<file path="src/rtl/torreta_pkg.sv">
// Shared definitions for the turret control unit: state codes and default watchdog length.
// The state codes are also the values driven on db_estado.
package torreta_pkg;

   typedef enum logic [3:0] {
      INICIAL        = 4'h0,
      PREPARACAO     = 4'h1,
      MEDIR          = 4'h2,
      AGUARDA_MEDIDA = 4'h3,
      TRANSMITIR     = 4'h4,
      AGUARDA_TX     = 4'h5,
      DECIDE         = 4'h6,
      ESPERA         = 4'h7,
      GIRAR          = 4'h8,
      ARMAR          = 4'h9,
      DISPARAR       = 4'hA,
      RECARREGAR     = 4'hB
   } estado_t;

   // 30 ms at 50 MHz
   localparam int TIMEOUT_CICLOS_PADRAO = 1_500_000;
   localparam int N_TIMEOUT_PADRAO      = 21;

   // True for the three states of the engagement sequence, which only reset can abort.
   function automatic logic em_engajamento(input estado_t e);
      return (e == ARMAR) || (e == DISPARAR) || (e == RECARREGAR);
   endfunction

endpackage

</file>
<file path="src/rtl/contador_m.sv">
// Modulo-M up counter with synchronous clear; fim flags the terminal count M-1.
// Used as the measurement watchdog of torreta_uc.
module contador_m #(
   parameter int M = 100,
   parameter int N = 7
) (
   input  logic clock,
   input  logic reset,
   input  logic zera_s,
   input  logic conta,
   output logic fim
);

   localparam logic [N-1:0] ULTIMO = N'(M - 1);

   logic [N-1:0] valor;

   always_ff @(posedge clock or negedge reset) begin
      if (!reset) begin
         valor <= '0;
      end else if (zera_s) begin
         valor <= '0;
      end else if (conta) begin
         if (valor == ULTIMO) valor <= '0;
         else                 valor <= valor + 1'b1;
      end
   end

   assign fim = (valor == ULTIMO);

endmodule

</file>
<file path="src/rtl/torreta_uc.sv">
// Turret control unit: Moore FSM sequencing scan and engagement cycles of torreta_fd,
// with a watchdog that abandons a measurement whose echo never arrives.
module torreta_uc
   import torreta_pkg::*;
#(
   parameter int TIMEOUT_CICLOS = TIMEOUT_CICLOS_PADRAO,
   parameter int N_TIMEOUT      = N_TIMEOUT_PADRAO
) (
   input  logic       clock,
   input  logic       reset,
   input  logic       ligar,
   input  logic       medida_pronto,
   input  logic       envio_pronto,
   input  logic       fim_tempo,
   input  logic       ameaca_detectada,
   input  logic       municao_carregada,
   input  logic       disparo_pronto,
   input  logic       fim_disparo,
   input  logic       disparo_carregado,
   output logic       medir,
   output logic       transmitir,
   output logic       girar,
   output logic       conta_tempo,
   output logic       armar_disparo,
   output logic       disparar,
   output logic       recarregar_disparo,
   output logic       timeout_medida,
   output logic [3:0] db_estado
);

   estado_t estado;
   estado_t proximo;
   logic    fim_watchdog;
   logic    expira;

   // Watchdog runs only while waiting for an echo and is cleared everywhere else.
   contador_m #(
      .M(TIMEOUT_CICLOS),
      .N(N_TIMEOUT)
   ) u_watchdog (
      .clock (clock),
      .reset (reset),
      .zera_s(estado != AGUARDA_MEDIDA),
      .conta (1'b1),
      .fim   (fim_watchdog)
   );

   // An echo arriving in the expiry cycle still counts as a valid measurement.
   assign expira = (estado == AGUARDA_MEDIDA) && fim_watchdog && !medida_pronto;

   always_ff @(posedge clock or negedge reset) begin
      if (!reset) estado <= INICIAL;
      else        estado <= proximo;
   end

   always_ff @(posedge clock or negedge reset) begin
      if (!reset) timeout_medida <= 1'b0;
      else        timeout_medida <= expira;
   end

   always_comb begin
      proximo = estado;
      case (estado)
         INICIAL:        if (ligar) proximo = PREPARACAO;
         PREPARACAO:     proximo = MEDIR;
         MEDIR:          proximo = AGUARDA_MEDIDA;
         AGUARDA_MEDIDA: begin
            if (medida_pronto)     proximo = TRANSMITIR;
            else if (fim_watchdog) proximo = ESPERA;
         end
         TRANSMITIR:     proximo = AGUARDA_TX;
         AGUARDA_TX:     if (envio_pronto) proximo = DECIDE;
         DECIDE: begin
            if (ameaca_detectada && municao_carregada) proximo = ARMAR;
            else                                       proximo = ESPERA;
         end
         // Turning off wins over the rotation timer.
         ESPERA: begin
            if (!ligar)         proximo = INICIAL;
            else if (fim_tempo) proximo = GIRAR;
         end
         GIRAR:          proximo = MEDIR;
         ARMAR:          if (disparo_pronto)    proximo = DISPARAR;
         DISPARAR:       if (fim_disparo)       proximo = RECARREGAR;
         RECARREGAR:     if (disparo_carregado) proximo = ESPERA;
         default:        proximo = INICIAL;
      endcase
   end

   always_comb begin
      medir              = 1'b0;
      transmitir         = 1'b0;
      girar              = 1'b0;
      conta_tempo        = 1'b0;
      armar_disparo      = 1'b0;
      disparar           = 1'b0;
      recarregar_disparo = 1'b0;
      case (estado)
         MEDIR:      medir              = 1'b1;
         TRANSMITIR: transmitir         = 1'b1;
         GIRAR:      girar              = 1'b1;
         ESPERA:     conta_tempo        = 1'b1;
         ARMAR:      armar_disparo      = 1'b1;
         DISPARAR:   disparar           = 1'b1;
         RECARREGAR: recarregar_disparo = 1'b1;
         default: ;
      endcase
   end

   assign db_estado = estado;

endmodule

</file>
<file path="config.mk">
export PLATFORM = sky130hd
export DESIGN_NAME = torreta_uc
export DESIGN_NICKNAME = d
export VERILOG_FILES = /design/src/rtl/torreta_pkg.sv /design/src/rtl/contador_m.sv /design/src/rtl/torreta_uc.sv
export SDC_FILE = /design/constraint.sdc
export NUM_CORES = 1
export LEC_CHECK = 0
export BUFFER_PORTS_ARGS = -buffer_cell sky130_fd_sc_hd__buf_2
export CAP_MARGIN = 20
export CORE_MARGIN = 1.5
export CORE_UTILIZATION = 50
export DETAILED_ROUTE_END_ITERATION = 8
export GPL_ROUTABILITY_DRIVEN = 0
export GPL_TIMING_DRIVEN = 0
export PLACE_DENSITY = 0.78
export SLEW_MARGIN = 20
export SYNTH_ARGS = -nofsm -noshare
export SYNTH_HDL_FRONTEND = slang
export SYNTH_SLANG_ARGS = --single-unit
</file>
<file path="constraint.sdc">
create_clock -name clock -period 2 [get_ports clock]
set_clock_uncertainty 0.2 [all_clocks]
set_input_delay 0 -clock clock [delete_from_list [all_inputs] [get_ports clock]]
set_output_delay 0 -clock clock [all_outputs]
set_load 0.02 [all_outputs]
</file>
## Word level (Yosys, flattened, before mapping)

Index checks and enable logic that the tools add are counted.

| operators by class | value |
|---|---|
| add/sub/neg operators | 1 |
| equality and inequality tests | 20 |
| mux-type cells | 20 |
| reductions and logical operators | 7 |

Operators with widths:

| cell | number |
|---|---|
| 4-bit one-hot mux with 11 select lines | 1 |
| 21-bit two-way mux | 2 |
| 4-bit two-way mux | 10 |
| 21-bit by 1-bit adder with 21-bit output (second input constant) | 1 |
| 21-bit equality test (second input constant) | 1 |
| 4-bit by 3-bit equality test with 1-bit output (second input constant) | 4 |
| 4-bit equality test (second input constant) | 4 |
| 2-bit != test (second input constant) | 5 |
| 4-bit by 2-bit equality test with 1-bit output (second input constant) | 2 |
| 1-bit two-way mux | 7 |
| 7-bit AND reduction | 1 |
| 3-bit != test (second input constant) | 2 |
| 4-bit by 1-bit equality test with 1-bit output (second input constant) | 1 |
| 4-bit logical NOT | 1 |
| 4-bit by 2-bit != test with 1-bit output (second input constant) | 1 |
| 1-bit logical AND | 3 |
| 2-bit OR reduction | 1 |
| 1-bit logical NOT | 1 |

| word-level totals | value |
|---|---|
| bits of input ports | 11 |
| register bits after elaboration | 26 |

## Depth between registers and ports, before layout

| depth | value |
|---|---|
| word-level depth | 4 |
| mapped depth | 7 |
| mapped depth without buffers | 6 |

## Cells and area by module

A second synthesis with hierarchy kept.

| unflattened totals | value |
|---|---|
| cells, all modules | 210 |
| area total of the unflattened synthesis | 1786.7 um^2 |

By module, submodules not included:

| module | times used | area each (um^2) | cells an instance |
|---|---|---|---|
| contador_m | 1 | 1266.2 | 150 |
| torreta_uc | 1 | 520.5 | 60 |

## Least setup slack after synthesis

Ideal clock, no wire load.

| timing | value |
|---|---|
| kind | reg2reg |
| from | reg estado[3] (netlist: db_estado[3]) |
| to | reg estado[2] (netlist: db_estado[2]) |
| required time | 1.675 ns |
| period minus slack after synthesis | 2.255 ns |
| buffers on the path | 2 |
| stages on the path, launching flop included | 8 |
| path slack | -0.255 ns |
| arrival time | 1.930 ns |
| library setup time | 0.125 ns |
| cell sequence | dfrtp_1 buf_6 or2b_1 buf_6 o22ai_1 a311o_1 a211o_1 mux2_4 |

| between the ends | value |
|---|---|
| longest elaborated chain between the ends | 3 |
| elaborated cells on any way between the ends | 22 |

RTL lines:

| item | line | source |
|---|---|---|
| start, declared | torreta_uc.sv:31 | `estado_t estado;` |
| start signal, assigned | torreta_uc.sv:53 | `else estado <= proximo;` |
| 4-bit equality test, or another cell as far along | torreta_uc.sv:63 | `case (estado)` |
| 2-bit OR reduction (no line), or another cell as far along | n/a |  |
| 4-bit one-hot mux with 11 select lines / 7-bit AND reduction (equally long branches) | n/a |  |

Several ways; a longest one is shown, not always the timed one.
A chain may end at the register's enable or synchronous reset.

## Worst setup path in the final report

| timing | value |
|---|---|
| from | reg u_watchdog.valor[11] |
| to | reg estado[3] (netlist: db_estado[3]) |

| between the ends | value |
|---|---|
| longest elaborated chain between the ends | 3 |

RTL lines:

| item | line | source |
|---|---|---|
| start, declared | contador_m.sv:16 | `logic [N-1:0] valor;` |
| start signal, assigned | contador_m.sv:25 | `else valor <= valor + 1'b1;` |
| 21-bit equality test | contador_m.sv:29 | `assign fim = (valor == ULTIMO);` |
| 3-bit != test (no line) | n/a |  |
| 7-bit AND reduction (no line) | n/a |  |

Every way passes these cells.

==> impl_results.md <==
- CTS buffer count: 3
- Total core area: 2780 um2
- Multi-input logic area: 891 um2
- H-Tree Depth: 1
- Post-DP HPWL: 2170 um
- Layout Nets: 218
- Fin cells: 236
- Die width: 57.4 um
- Tightest Hold Check Type: in2async
- EDFF count, synth: 0
- F_max: 440 MHz
- Crit Path Max Fanout: 3
- Total of max-cap violations: 0
- GR Util met2: 41.7%
- Global-route wire length before repair: 5980 um
- Grt met3 use: 2.49%
- Final ANT Viol Nets: 0
- Syn avg cell area: 8.80 um2
- Cells after Synth: 168
- DRC violations left: 0
- CP Class: reg2reg
- PnR worst setup slack: -271 ps
- Yosys reg bits: 26
- FP Rows: 19
- Slew Limit Fails: 0
- TritonCTS clock tree: yes
- Async set-reset flop share out of synthesis: 100%
- Relative slew slack: 61.9%
- # fillers: 202
- Synth cell count leaders: nor2_1 (27), dfrtp_1 (26), nand2_1 (16)
- Worst skew pair latency: 320 ps
- Peak VDD IR: 977 uV
- Sequential share of the synthesized area: 44.0%
- Antenna violations before repair: 0
- Total global routing track utilization: 23.3%
- Clock Sink Count: 26
- GRT overflow: 0
- Post-synth cell types: 37
- Syn Std Cell Area: 1480 um2
- Leakage power total: 0.795 nW
- Crit path arrival time: 2290 ps
- Final Setup Violations: 23
- Power per cell area: 1040 nW/um2
- RSZ-0062 raised after global routing: yes
- Final period utilization: 114%
- Failing checks: hold timing, setup timing
- Worst EP required: 2020 ps
- Setup WS pre-CTS: -265 ps
- Clock Root Buffer: clkbuf_4
- Yosys top cell area share: 44.0%
- Largest net degree at the start of global routing: 27
- WHS: -15.8 ps
- Die ar.: 3290 um2
- Busiest grt layer: met2
- Via count of the first global-routing pass: 1394
- Layout area overhead: 32.7%
- Final setup TNS: -3120 ps
- Drt first pass iters: 4
- Reg clk slew, reported paths: 140 ps
- Actual slew at the worst max-slew pin: 572 ps
- Placed Instances: 221
- Outcome: complete, but fails checks
- Worst Setup Start Kind: register
- Starting density of the core: 53.1%
- Most used DFF post-synth: dfrtp_1
- Clock Tree Buf Depth: 2
- Port Buf Inserts: 22
- Number of synthesis warnings: 0
- Area taken by flip-flops and latches: 652 um2
- Layout cell share with drive strength beyond 1: 34.6%
- Mapped Nets: 180
- Drt total wl: 3660 um
- Largest cells by area after synthesis: dfrtp_1 (44%), nor2_1 (6.9%), xnor2_1 (6.5%), nor3_1 (4.7%), xor2_1 (4.1%)
- DRT iter0 DRCs: 35
- Min cycle time layout: 2270 ps
- Top-count cell post-synth: nor2_1
- Vias/cell: 5.68
- Endpoint class of the critical path: register
- Die height: 57.4 um
- WL/cell: 15.5 um
- GR met1 Demand/Resource: 26.3%
- Synth area leader: dfrtp_1
- Final hold violation count: 12
- # diodes: 0
- Number of I/O pins: 23
- Via count: 1340
registers in the layout (all words and copies together), names as in the netlist:
| signal | flops |
|---|---|
| db_estado | 4 |
| timeout_medida | 1 |
| u_watchdog.valor | 21 |
metal layers:
layer  up-vias  share of wire [%]
li1        649                  -
met1       641                 40
met2        40                 54
met3        10                3.6
met4         0                2.2
met5         -                  0
path summary, 6_finish.rpt:
kind	depth (start not counted)	start	slack, ps	to
max	5	u_watchdog.valor[11]	-270	db_estado[3]
min	2	reset	-20	u_watchdog.valor[11]
max reg2reg	5	u_watchdog.valor[11]	-270	db_estado[3]
min reg2reg	1	u_watchdog.valor[0]	330	u_watchdog.valor[0]
max in group asynchronous	2	reset	1200	db_estado[3]
min in group clock	6	ligar	40	db_estado[3]
cell type report:
type	instances	area share [%]
multi-input cells	126	45.4
well taps	31	1.98
inverters	9	1.72
clock buffers	4	1.85
plain buffers	6	2.81
flip-flops and latches	26	33.2
repair buffers	34	13.0
cells by family (layout without fill, tap and decap cells):
kind of cell / Yosys count / in the layout / share of synthesized area [%]
AOI/OAI and AO/OA: 18 / 18 / 7.45
xor gates and xnor gates: 18 / 18 / 10.7
adders and majority gates: 1 / 1 / 0.847
buffers and inverters: 16 / 53 / 5.33
DFF: 26 / 26 / 44.0
muxes: 3 / 3 / 2.71
and+or+nand+nor: 86 / 86 / 29.0
per-stage QoR:
| step | total power (W) | utilization (%) | area [um2] |
|---|---|---|---|
| floorplan | 0.00127 | - | 1490 |
| finish | 0.00205 | 70.5 | 1960 |
| global placement | 0.00145 | 58.7 | 1630 |
| detailed placement | 0.00148 | 58.7 | 1630 |
| global route | 0.00217 | 70.5 | 1960 |
| CTS | 0.00203 | 67.2 | 1870 |
worst max-delay path, cell delays in order (launching register included):
cell and delay [ps]:
dfrtp_1 410, or4b_1 530, nor4_2 190, nand3_2 160, a211o_1 360, mux2_4 310
cell usage in the layout, fill, tap and decap left out, drive strengths merged, types with 3 or more instances in the layout:
master   n
nand4    5
and3     3
o21ai    5
clkbuf   6
nor3    14
inv      9
xnor2   11
o22ai    4
nand3    7
a21oi    4
nand2   16
dfrtp   26
nor2    27
xor2     7
buf     36
power breakdown:
group	switching (W)	internal, W
Sequential	0.0000596	0.000584
Clock	0.000152	0.000111
Combinational	0.000628	0.000511
Total	0.000839	0.00121
timing repair:
| item | in CTS | in global routing |
|---|---|---|
| endpoints found under the setup margin | 14 | 24 |
| pin swaps | 5 | 14 |
| gates cloned | 1 | 0 |
| endpoints found under the hold margin | 29 | 0 |
| setup buffers | 10 | 2 |
| gates resized for setup | 13 | 33 |
| hold buffers | 2 | 0 |
(Power assumes the default switching activity.)
